## config.mk

```make
export PLATFORM = sky130hd
export DESIGN_NAME = pattern_tx_011
export DESIGN_NICKNAME = d
export VERILOG_FILES = /design/src/rtl/pattern_tx_pkg.sv /design/src/rtl/pattern_tx_011_piso_shreg.sv /design/src/rtl/pattern_tx_011.sv
export SDC_FILE = /design/constraint.sdc
export NUM_CORES = 1
export LEC_CHECK = 0
export CELL_PAD_IN_SITES_DETAIL_PLACEMENT = 0
export CELL_PAD_IN_SITES_GLOBAL_PLACEMENT = 2
export CORE_AREA = 2 2 51 53
export CTS_CLUSTER_SIZE = 30
export DETAILED_ROUTE_END_ITERATION = 10
export DIE_AREA = 0 0 53 55
export PLACE_DENSITY = 0.76
export SYNTH_ARGS = -nofsm -noshare
export SYNTH_HDL_FRONTEND = slang
export SYNTH_HIERARCHICAL = 1
export SYNTH_SLANG_ARGS = --single-unit
```

## constraint.sdc

```tcl
create_clock -name clk -period 3.8 [get_ports clk]
set_input_delay 0.76 -clock clk [delete_from_list [all_inputs] [get_ports clk]]
set_output_delay 0.76 -clock clk [all_outputs]
set_load 0.005 [all_outputs]
```

## src/rtl/pattern_tx_pkg.sv

```systemverilog
// Shared types and constants for the pattern_tx_011 serial frame transmitter.
//   state_e    : transmitter FSM states
//   MARKER     : frame-start preamble, sent left to right (0,1,1)
//   MARKER_LEN : number of preamble bits
//   max3       : helper for sizing the shared bit counter
//   marker_bit : preamble bit for a given position within the preamble
package pattern_tx_pkg;

  typedef enum logic [1:0] {
    IDLE = 2'd0,
    MARK = 2'd1,
    DATA = 2'd2,
    GAP  = 2'd3
  } state_e;

  localparam logic [2:0]  MARKER     = 3'b011;
  localparam int unsigned MARKER_LEN = 3;

  function automatic int unsigned max3(input int unsigned a,
                                       input int unsigned b,
                                       input int unsigned c);
    int unsigned m;
    m = a;
    if (b > m) m = b;
    if (c > m) m = c;
    return m;
  endfunction

  // Position 0 is the first bit on the line, i.e. the MSB of MARKER.
  function automatic logic marker_bit(input logic [1:0] pos);
    logic b;
    case (pos)
      2'd0:    b = MARKER[2];
      2'd1:    b = MARKER[1];
      default: b = MARKER[0];
    endcase
    return b;
  endfunction

endpackage

```

## src/rtl/pattern_tx_011_piso_shreg.sv

```systemverilog
// Parallel-in / serial-out shift register, MSB first.
// Ports:
//   clk   : rising-edge clock
//   nrst  : synchronous active-low reset, register returns to all-ones
//   load  : capture din (has priority over shift)
//   shift : move one place toward the MSB, filling the LSB with 1
//   din   : parallel load value
//   sout  : serial tap, always the current MSB
module piso_shreg #(
  parameter int unsigned W = 8
) (
  input  logic         clk,
  input  logic         nrst,
  input  logic         load,
  input  logic         shift,
  input  logic [W-1:0] din,
  output logic         sout
);

  logic [W-1:0] q;

  // Shift fills with ones so an exhausted register reads as an idle line.
  always_ff @(posedge clk) begin
    if (!nrst) begin
      q <= '1;
    end else if (load) begin
      q <= din;
    end else if (shift) begin
      q <= (q << 1) | W'(1);
    end
  end

  assign sout = q[W-1];

endmodule

```

## src/rtl/pattern_tx_011.sv

```systemverilog
// Serial frame transmitter feeding the downstream "011" sequence detector.
// A word accepted over load_valid/load_ready is sent MSB first on x, one bit
// per clock, optionally preceded by a 0,1,1 preamble, and followed by GAP_CYC
// idle cycles. The line idles at 1.
// Build option: define PATTERN_TX_MARKER_EN to prefix every frame with the
// preamble; when undefined the frame carries the payload only.
// Ports:
//   clk        : rising-edge clock
//   nrst       : synchronous active-low reset
//   load_valid : load_data is presented
//   load_ready : word can be accepted (high only in IDLE)
//   load_data  : payload word, captured on handshake
//   x          : serial line, 1 when idle
//   x_valid    : x carries a preamble or payload bit
//   frame_done : one-cycle pulse with the last payload bit
module pattern_tx_011
  import pattern_tx_pkg::*;
#(
  parameter int unsigned DATA_W  = 8,
  parameter int unsigned GAP_CYC = 2
) (
  input  logic              clk,
  input  logic              nrst,
  input  logic              load_valid,
  output logic              load_ready,
  input  logic [DATA_W-1:0] load_data,
  output logic              x,
  output logic              x_valid,
  output logic              frame_done
);

  localparam int unsigned CNT_MAX = max3(DATA_W, GAP_CYC, MARKER_LEN);
  localparam int unsigned CNT_W   = $clog2(CNT_MAX);

  localparam logic [CNT_W-1:0] DATA_LAST = CNT_W'(DATA_W - 1);
  localparam logic [CNT_W-1:0] GAP_LAST  = CNT_W'(GAP_CYC - 1);
`ifdef PATTERN_TX_MARKER_EN
  localparam logic [CNT_W-1:0] MARK_LAST = CNT_W'(MARKER_LEN - 1);
  localparam state_e           FIRST_ST  = MARK;
`else
  localparam state_e           FIRST_ST  = DATA;
`endif

  state_e            state, state_nx;
  logic [CNT_W-1:0]  cnt, cnt_nx;

  logic              x_d;
  logic              x_valid_d;
  logic              frame_done_d;
  logic              load_ready_d;

  logic              sh_load_c;
  logic              sh_shift_c;
  logic [DATA_W-1:0] sh_din_c;
  logic              sh_out;

  piso_shreg #(
    .W (DATA_W)
  ) u_shreg (
    .clk   (clk),
    .nrst  (nrst),
    .load  (sh_load_c),
    .shift (sh_shift_c),
    .din   (sh_din_c),
    .sout  (sh_out)
  );

  // State and bit-counter register.
  always_ff @(posedge clk) begin
    if (!nrst) begin
      state <= IDLE;
      cnt   <= '0;
    end else begin
      state <= state_nx;
      cnt   <= cnt_nx;
    end
  end

  // Next state and bit counter; the counter restarts on every state entry.
  always_comb begin
    state_nx = state;
    cnt_nx   = cnt + CNT_W'(1);
    case (state)
      IDLE: begin
        cnt_nx = '0;
        if (load_valid) begin
          state_nx = FIRST_ST;
        end
      end
`ifdef PATTERN_TX_MARKER_EN
      MARK: begin
        if (cnt == MARK_LAST) begin
          state_nx = DATA;
          cnt_nx   = '0;
        end
      end
`endif
      DATA: begin
        if (cnt == DATA_LAST) begin
          state_nx = GAP;
          cnt_nx   = '0;
        end
      end
      GAP: begin
        if (cnt == GAP_LAST) begin
          state_nx = IDLE;
          cnt_nx   = '0;
        end
      end
      default: begin
        state_nx = IDLE;
        cnt_nx   = '0;
      end
    endcase
  end

  // Output values for the coming cycle, derived from where the FSM is going,
  // so every output can be registered without adding a cycle of latency.
  always_comb begin
    x_d          = 1'b1;
    x_valid_d    = 1'b0;
    frame_done_d = 1'b0;
    load_ready_d = 1'b0;
    sh_load_c    = (state == IDLE) && load_valid;
    sh_shift_c   = 1'b0;
`ifdef PATTERN_TX_MARKER_EN
    sh_din_c     = load_data;
`else
    // The MSB goes straight to the line at capture, so store the word
    // already advanced by one place.
    sh_din_c     = (load_data << 1) | DATA_W'(1);
`endif
    case (state_nx)
      IDLE: begin
        load_ready_d = 1'b1;
      end
`ifdef PATTERN_TX_MARKER_EN
      MARK: begin
        x_d       = marker_bit(2'(cnt_nx));
        x_valid_d = 1'b1;
      end
`endif
      DATA: begin
        x_valid_d    = 1'b1;
        frame_done_d = (cnt_nx == DATA_LAST);
        if (state == IDLE) begin
          x_d = load_data[DATA_W-1];
        end else begin
          x_d        = sh_out;
          sh_shift_c = 1'b1;
        end
      end
      default: begin
        x_d = 1'b1;
      end
    endcase
  end

  // Output register.
  always_ff @(posedge clk) begin
    if (!nrst) begin
      x          <= 1'b1;
      x_valid    <= 1'b0;
      frame_done <= 1'b0;
      load_ready <= 1'b1;
    end else begin
      x          <= x_d;
      x_valid    <= x_valid_d;
      frame_done <= frame_done_d;
      load_ready <= load_ready_d;
    end
  end

endmodule
```

==> reports/metrics.cfg, run 1 <==
[status]
status = finished, final reports clean

[global_route]
antenna_found_initial = 0
grt_pass1_wl_um = 2480
grt_usage_pct = 12.4
grt_max_degree = 13
first_global_vias = 558
grt_overflow = 0

[layout]
final_nets = 103
area_delta_synth_final_pct = 24.4
n_antenna_cell = 0
drive_gt1_share_pct = 17.0
fin_area_um2 = 943

[route]
wl_per_cell_um = 11.8
drt_iter0_drc = 1
vias_per_cell = 4.56
first_pass_iters = 2
num_vias = 538
antenna_left = 0
drc = 0
totalWireLength_um = 1390

[sta]
setup_viol = 0
report.final.slew_viol_count = 0
fin_crit_sh_pct = 49.2
tns_ns = 0
hold_slack_ns = 0.499
max_freq_ghz = 0.535
finalHoldViolations = 0
rsz0062_at_grt = false
period_minus_slack_ns = 1.87
skew_ns = 0.00547

[synth]
ys_ff_latch = 17
avgSynthCellArea_um2 = 10.5
synth_xor_area_share_pct = 0
syn_inst = 72
syn-num-nets = 86
synth_cell_type_count = 25
synth-adder-area-share_pct = 4.95
synth-compound-area-share_pct = 12.2
syn_area_um2 = 758
synth_top_family_by_area = simple AND/OR/NAND/NOR gates
ys_seq_area_share_pct = 44.9
ys_warn_count = 6
synth_mux_area_share_pct = 9.24
synthSimpleGateAreaFrac_pct = 25.2

[clock_network]
clock_latency_ns = 0.29
cts-htree-levels = 1
cts_tree = yes
numCtsBuffers = 3
cts_resized = 0
root_buffer = clkbuf_4
cts_hold_buf = 0
clockBufferDepth = 2
cts.sinks = 17
cts_setup_buffers = 0
clk_pin_slew_ns = 0.10

[floorplan]
die_w_um = 53
initial_core_util_pct = 32.1
fp.dieArea_mm2 = 0.00292
ios = 15
num_rows = 18
fp.coreArea_mm2 = 0.00236
fp.dieH_um = 55

[critical_path]
crit_path_start_kind = flop
endpoint_kind = flop
crit_arrival_ns = 2.04
crit_required_ns = 3.97
cp_max_fo = 8
worstSetupPathType = flop to flop

[placed_design]
place_hpwl_um = 1050
routabilityCongestion = 0.680
dpl_cell_area_um2 = 917
portBuffers = 14

[hold_path]
hold_class = flop to flop

[power_and_ir_drop]
finalPower_uw = 342
p_per_area_mw_per_mm2 = 363
p_leak_uw = 0.000401
vdd_drop_max_v = 0.000176

[job]
cap_violations = 0

cell type report:
class	instances	area, um2
clock buffer	4	26.3
fill	256	1420
inverter	1	3.75
multi-input combinational	52	395
sequential	17	340
tap	30	37.5
timing repair buffer	14	140
logic make-up (layout without fill, tap and decap cells):
logic type	count (synthesis)	count (layout)
and+or+nand+nor	30	30
adders and majority gates	3	3
muxes	7	7
buffers and inverters	3	19
other	1	1
DFF	17	17
AOI/OAI and AO/OA	11	11
through the flow:
stage	setup slack [ns]	utilization (%)	std cells
final	1.93	39.9	118
after global routing	1.79	39.9	118
after CTS	1.89	39.9	118
after detailed placement	1.65	38.8	114
after global placement	1.69	38.8	114
after floorplan	2.29	-	72
synthesized netlist by cell type:
cell type,n,area share (%)
dfxtp_1,17,45
nand3_1,2,1.3
and2_1,2,1.6
nor2b_1,1,0.83
nor2_1,4,2.0
a21oi_2,6,6.9
and3b_1,6,6.9
and2_2,1,0.99
and3_4,1,1.5
and2b_2,2,2.3
conb_1,1,0.49
nor2b_2,1,1.2
and4_1,1,1.2
buf_6,1,1.5
buf_4,1,0.99
mux2i_1,7,9.2
ha_1,3,5.0
a2bb2oi_2,1,2.0
nor3_1,3,2.0
a21oi_1,1,0.66
o21ai_0,2,1.3
nand2_1,5,2.5
nand3b_1,1,0.99
o211a_1,1,1.3
inv_1,1,0.49
placed cells by master, fill, tap and decap left out, drive strengths merged:
master	count
dfxtp	17
clkdlybuf4s50	14
mux2i	7
a21oi	7
and3b	6
nand2	5
nor2	4
clkbuf	4
nor3	3
ha	3
and2	3
nand3	2
and2b	2
o21ai	2
nor2b	2
inv	1
nand3b	1
and3	1
o211a	1
and4	1
conb	1
a2bb2oi	1
metal layers:
layer	GRT usage [%]	up-vias	part of all wire, %
met3	3.49	5	3.5
met4	7.69	0	2.3
met5	0	-	0
met2	19.8	8	48
li1	-	282	-
met1	14.8	243	46
worst paths after layout:
path                from  slack, ns  cells past startpoint      endpoint
setup / recovery  cnt[0]       1.93                      6  u_shreg/q[5]
hold / removal    cnt[0]       0.50                      1        cnt[0]
setup reg to reg  cnt[0]       1.93                      6  u_shreg/q[5]
hold reg to reg   cnt[0]       0.50                      1        cnt[0]
where the power goes:
group / internal, uW / total (uW) / switching [uW]
clock network: 40.8 / 95.0 / 54.3
registers: 189 / 195 / 6.06
logic: 29.9 / 52.6 / 22.6
flip-flops by register name (all words and copies together) (netlist names):
| signal | count |
|---|---|
| load_ready | 1 |
| state | 2 |
| x_valid | 1 |
| cnt | 3 |
| x | 1 |
| u_shreg/q | 8 |
| frame_done | 1 |
critical path: stages, from the launching register on:
cell and delay, ns:
dfxtp_1 0.35, ha_1 0.21, ha_1 0.21, nor2_1 0.19, and2_1 0.45, mux2i_1 0.29
a2bb2oi_2 0.07
(Power assumes the default switching activity.)
==> run 2, diff against run 1 <==
CORE_AREA = 2 2 56 58   (was 2 2 51 53)
DIE_AREA = 0 0 58 60   (was 0 0 53 55)
PLACE_DENSITY = 0.66   (was 0.76)
clock period = 1.7 ns   (was 3.8 ns; I/O delays follow)
==> run 2 against run 1 <==
Compared with the run above: flip-flop and latch count did not move; via count rose by 4.8%; clock skew rose by 0.0013 ns; combinational power rose to 2.6 times the previous value; largest power group unchanged.
==> reports/metrics.cfg, run 2 (synthesized netlist as in run 1, its figures left out) <==
[floorplan]
num_rows = 20  ; +2
fp.dieH_um = 60  ; +9.1%
initial_core_util_pct = 26.1  ; -5.9 points
fp.dieArea_mm2 = 0.00348  ; +19%
fp.coreArea_mm2 = 0.00290  ; +23%
ios = 15  ; unchanged
die_w_um = 58  ; +9.4%

[layout]
n_antenna_cell = 0  ; unchanged
regMostFlops = u_shreg/q
largest_reg_flops = 8  ; unchanged
area_delta_synth_final_pct = 32.7
drive_gt1_share_pct = 26.1  ; +9.0 points
fin_util_pct = 34.7  ; -5.2 points
layout_commonest_cell = dfxtp_1
fill_cells = 297  ; +16%
final_nets = 107  ; +3.9%
top_regs = u_shreg/q: 8 flops, cnt: 3 flops, state: 2 flops
final_cell_mix = dfxtp_1, clkdlybuf4s50_1, and3b_1, a21oi_2, nand2_1

[critical_path]
regToRegSetupSlack_ns = 0.11  ; -1.82 ns
crit_arrival_ns = 1.77  ; -0.27 ns
rr_startpoint = cnt[0]
endpoint_kind = flop
worstSetupPathType = flop to flop
crit_path_start_kind = flop
worstReg2RegEnd = u_shreg/q[2]
cp_max_fo = 8  ; unchanged
crit_required_ns = 1.88  ; -2.09 ns
worst_r2r_path_depth = 7  ; +1

[sta]
setup_viol = 0  ; unchanged
max_freq_ghz = 0.628  ; +17%
fin_crit_sh_pct = 93.6  ; +44 points
skew_ns = 0.00679  ; +0.00133 ns
rsz0062_at_grt = false
period_minus_slack_ns = 1.59  ; -0.278 ns
report.final.slew_viol_count = 0  ; unchanged
hold_slack_ns = 0.493  ; -0.00558 ns
tns_ns = 0  ; unchanged
finalHoldViolations = 0  ; unchanged

[clock_network]
cts_hold_buf = 0  ; unchanged
clock_latency_ns = 0.29  ; about the same
clockBufferDepth = 2  ; unchanged
cts_tree = yes
numCtsBuffers = 3  ; unchanged
root_buffer = clkbuf_4
cts.sinks = 17  ; unchanged
clk_pin_slew_ns = 0.10  ; about the same
cts-htree-levels = 1  ; unchanged

[power_and_ir_drop]
p_switching_uw = 200  ; +140%
p_per_area_mw_per_mm2 = 791  ; +120%
switching_share_pct = 25.1  ; +0.86 points
vdd_drop_max_v = 0.000499  ; +180%
seqPwrFrac_pct = 54.9  ; -2.0 points
p_leak_uw = 0.000424  ; +5.8%
internal_power_uw = 596  ; +130%
comb_power_share_pct = 17.3  ; +1.9 points
pwr-share-clk_pct = 27.8  ; about the same

[status]
status = finished, final reports clean

[route]
num_vias = 564  ; +4.8%
totalWireLength_um = 1490  ; +7.0%
wl_per_cell_um = 11.9  ; +0.98%
antenna_left = 0  ; unchanged
vias_per_cell = 4.51  ; -1.0%
drc = 0  ; unchanged
first_pass_iters = 2  ; unchanged
drt_iter0_drc = 5  ; +4

[global_route]
grt_overflow = 0  ; unchanged
grt_usage_pct = 9.96  ; -2.4 points
antenna_found_initial = 0  ; unchanged
first_global_vias = 591  ; +5.9%
grt_max_degree = 11  ; -2
grt_pass1_wl_um = 2530  ; +2.2%

[hold_path]
min_from = cnt[0]
worstHoldEndpoint = cnt[0]
worst_hold_path.num_cells = 1  ; unchanged
hold_class = flop to flop

[placed_design]
portBuffers = 14  ; unchanged
routabilityCongestion = 0.671  ; -1.3%
place_hpwl_um = 1070  ; +1.2%

[job]
cap_violations = 0  ; unchanged

run 2: cell count changes in the layout (fill, tap and decap cells not counted):
cell / before / now
buf_4: 0 / 3
mux2i_1: 7 / 4
mux2i_2: 0 / 3
and2_1: 2 / 1
and2_4: 0 / 1
buf_12: 0 / 1
nor2_1: 4 / 3
nor2_2: 0 / 1
run 2: power by group through the flow:
stage,sequential [uW],clock [uW],combinational (uW)
CTS,436,234,133
global route,442,251,152
detailed placement,445,0,133
finish,437,221,138
global placement,444,0,133
floorplan,442,0,75.4
run 2: worst max path at each step:
stage          slack (ns)       start  depth (start not counted)      endpoint
2_1_floorplan        0.19      cnt[0]                          7  u_shreg/q[5]
3_3_place_gp         0.05  load_valid                          4  u_shreg/q[6]
3_5_place_dp         0.03  load_valid                          4  u_shreg/q[4]
4_1_cts              0.05      cnt[0]                          7  u_shreg/q[2]
5_1_grt             0.005      cnt[0]                          7  u_shreg/q[1]
6_report             0.11      cnt[0]                          7  u_shreg/q[2]
run 2: cell type report:
cell class	instances	area, um2	area share, %
Tap cell	33	41.3	4.10
Multi-Input combinational cell	52	412	40.9
Inverter	1	3.75	0.373
Sequential cell	17	340	33.8
Timing Repair Buffer	18	183	18.2
Clock buffer	4	26.3	2.61
run 2: per-layer routing:
layer  share of wire [%]  GRT usage, %
met1                  48          11.6
met2                  46          16.1
met3                 5.8          4.98
met4                0.54          2.99
met5                   0             0
run 2: per-stage QoR:
stage / total power [uW] / cells / worst slack [ns] / cell area, um2
after global routing: 845 / 125 / 0.00495 / 1010
after detailed placement: 577 / 121 / 0.0346 / 963
after CTS: 803 / 125 / 0.0468 / 990
after global placement: 577 / 121 / 0.0493 / 963
after floorplan: 517 / 72 / 0.188 / 758
final: 796 / 125 / 0.109 / 1010
run 2: repair_timing:
action,in CTS,in global routing
setup endpoints to repair,0,6
gates resized for setup,0,5
buffers inserted,0,0
endpoints found under the hold margin,0,0
run 2: critical path: stages, from the launching register on:
cell and delay, ns:
dfxtp_1 0.35, ha_1 0.21, ha_1 0.22, nor2_2 0.11
and2_4 0.16, buf_12 0.13, mux2i_2 0.24, a21oi_2 0.07
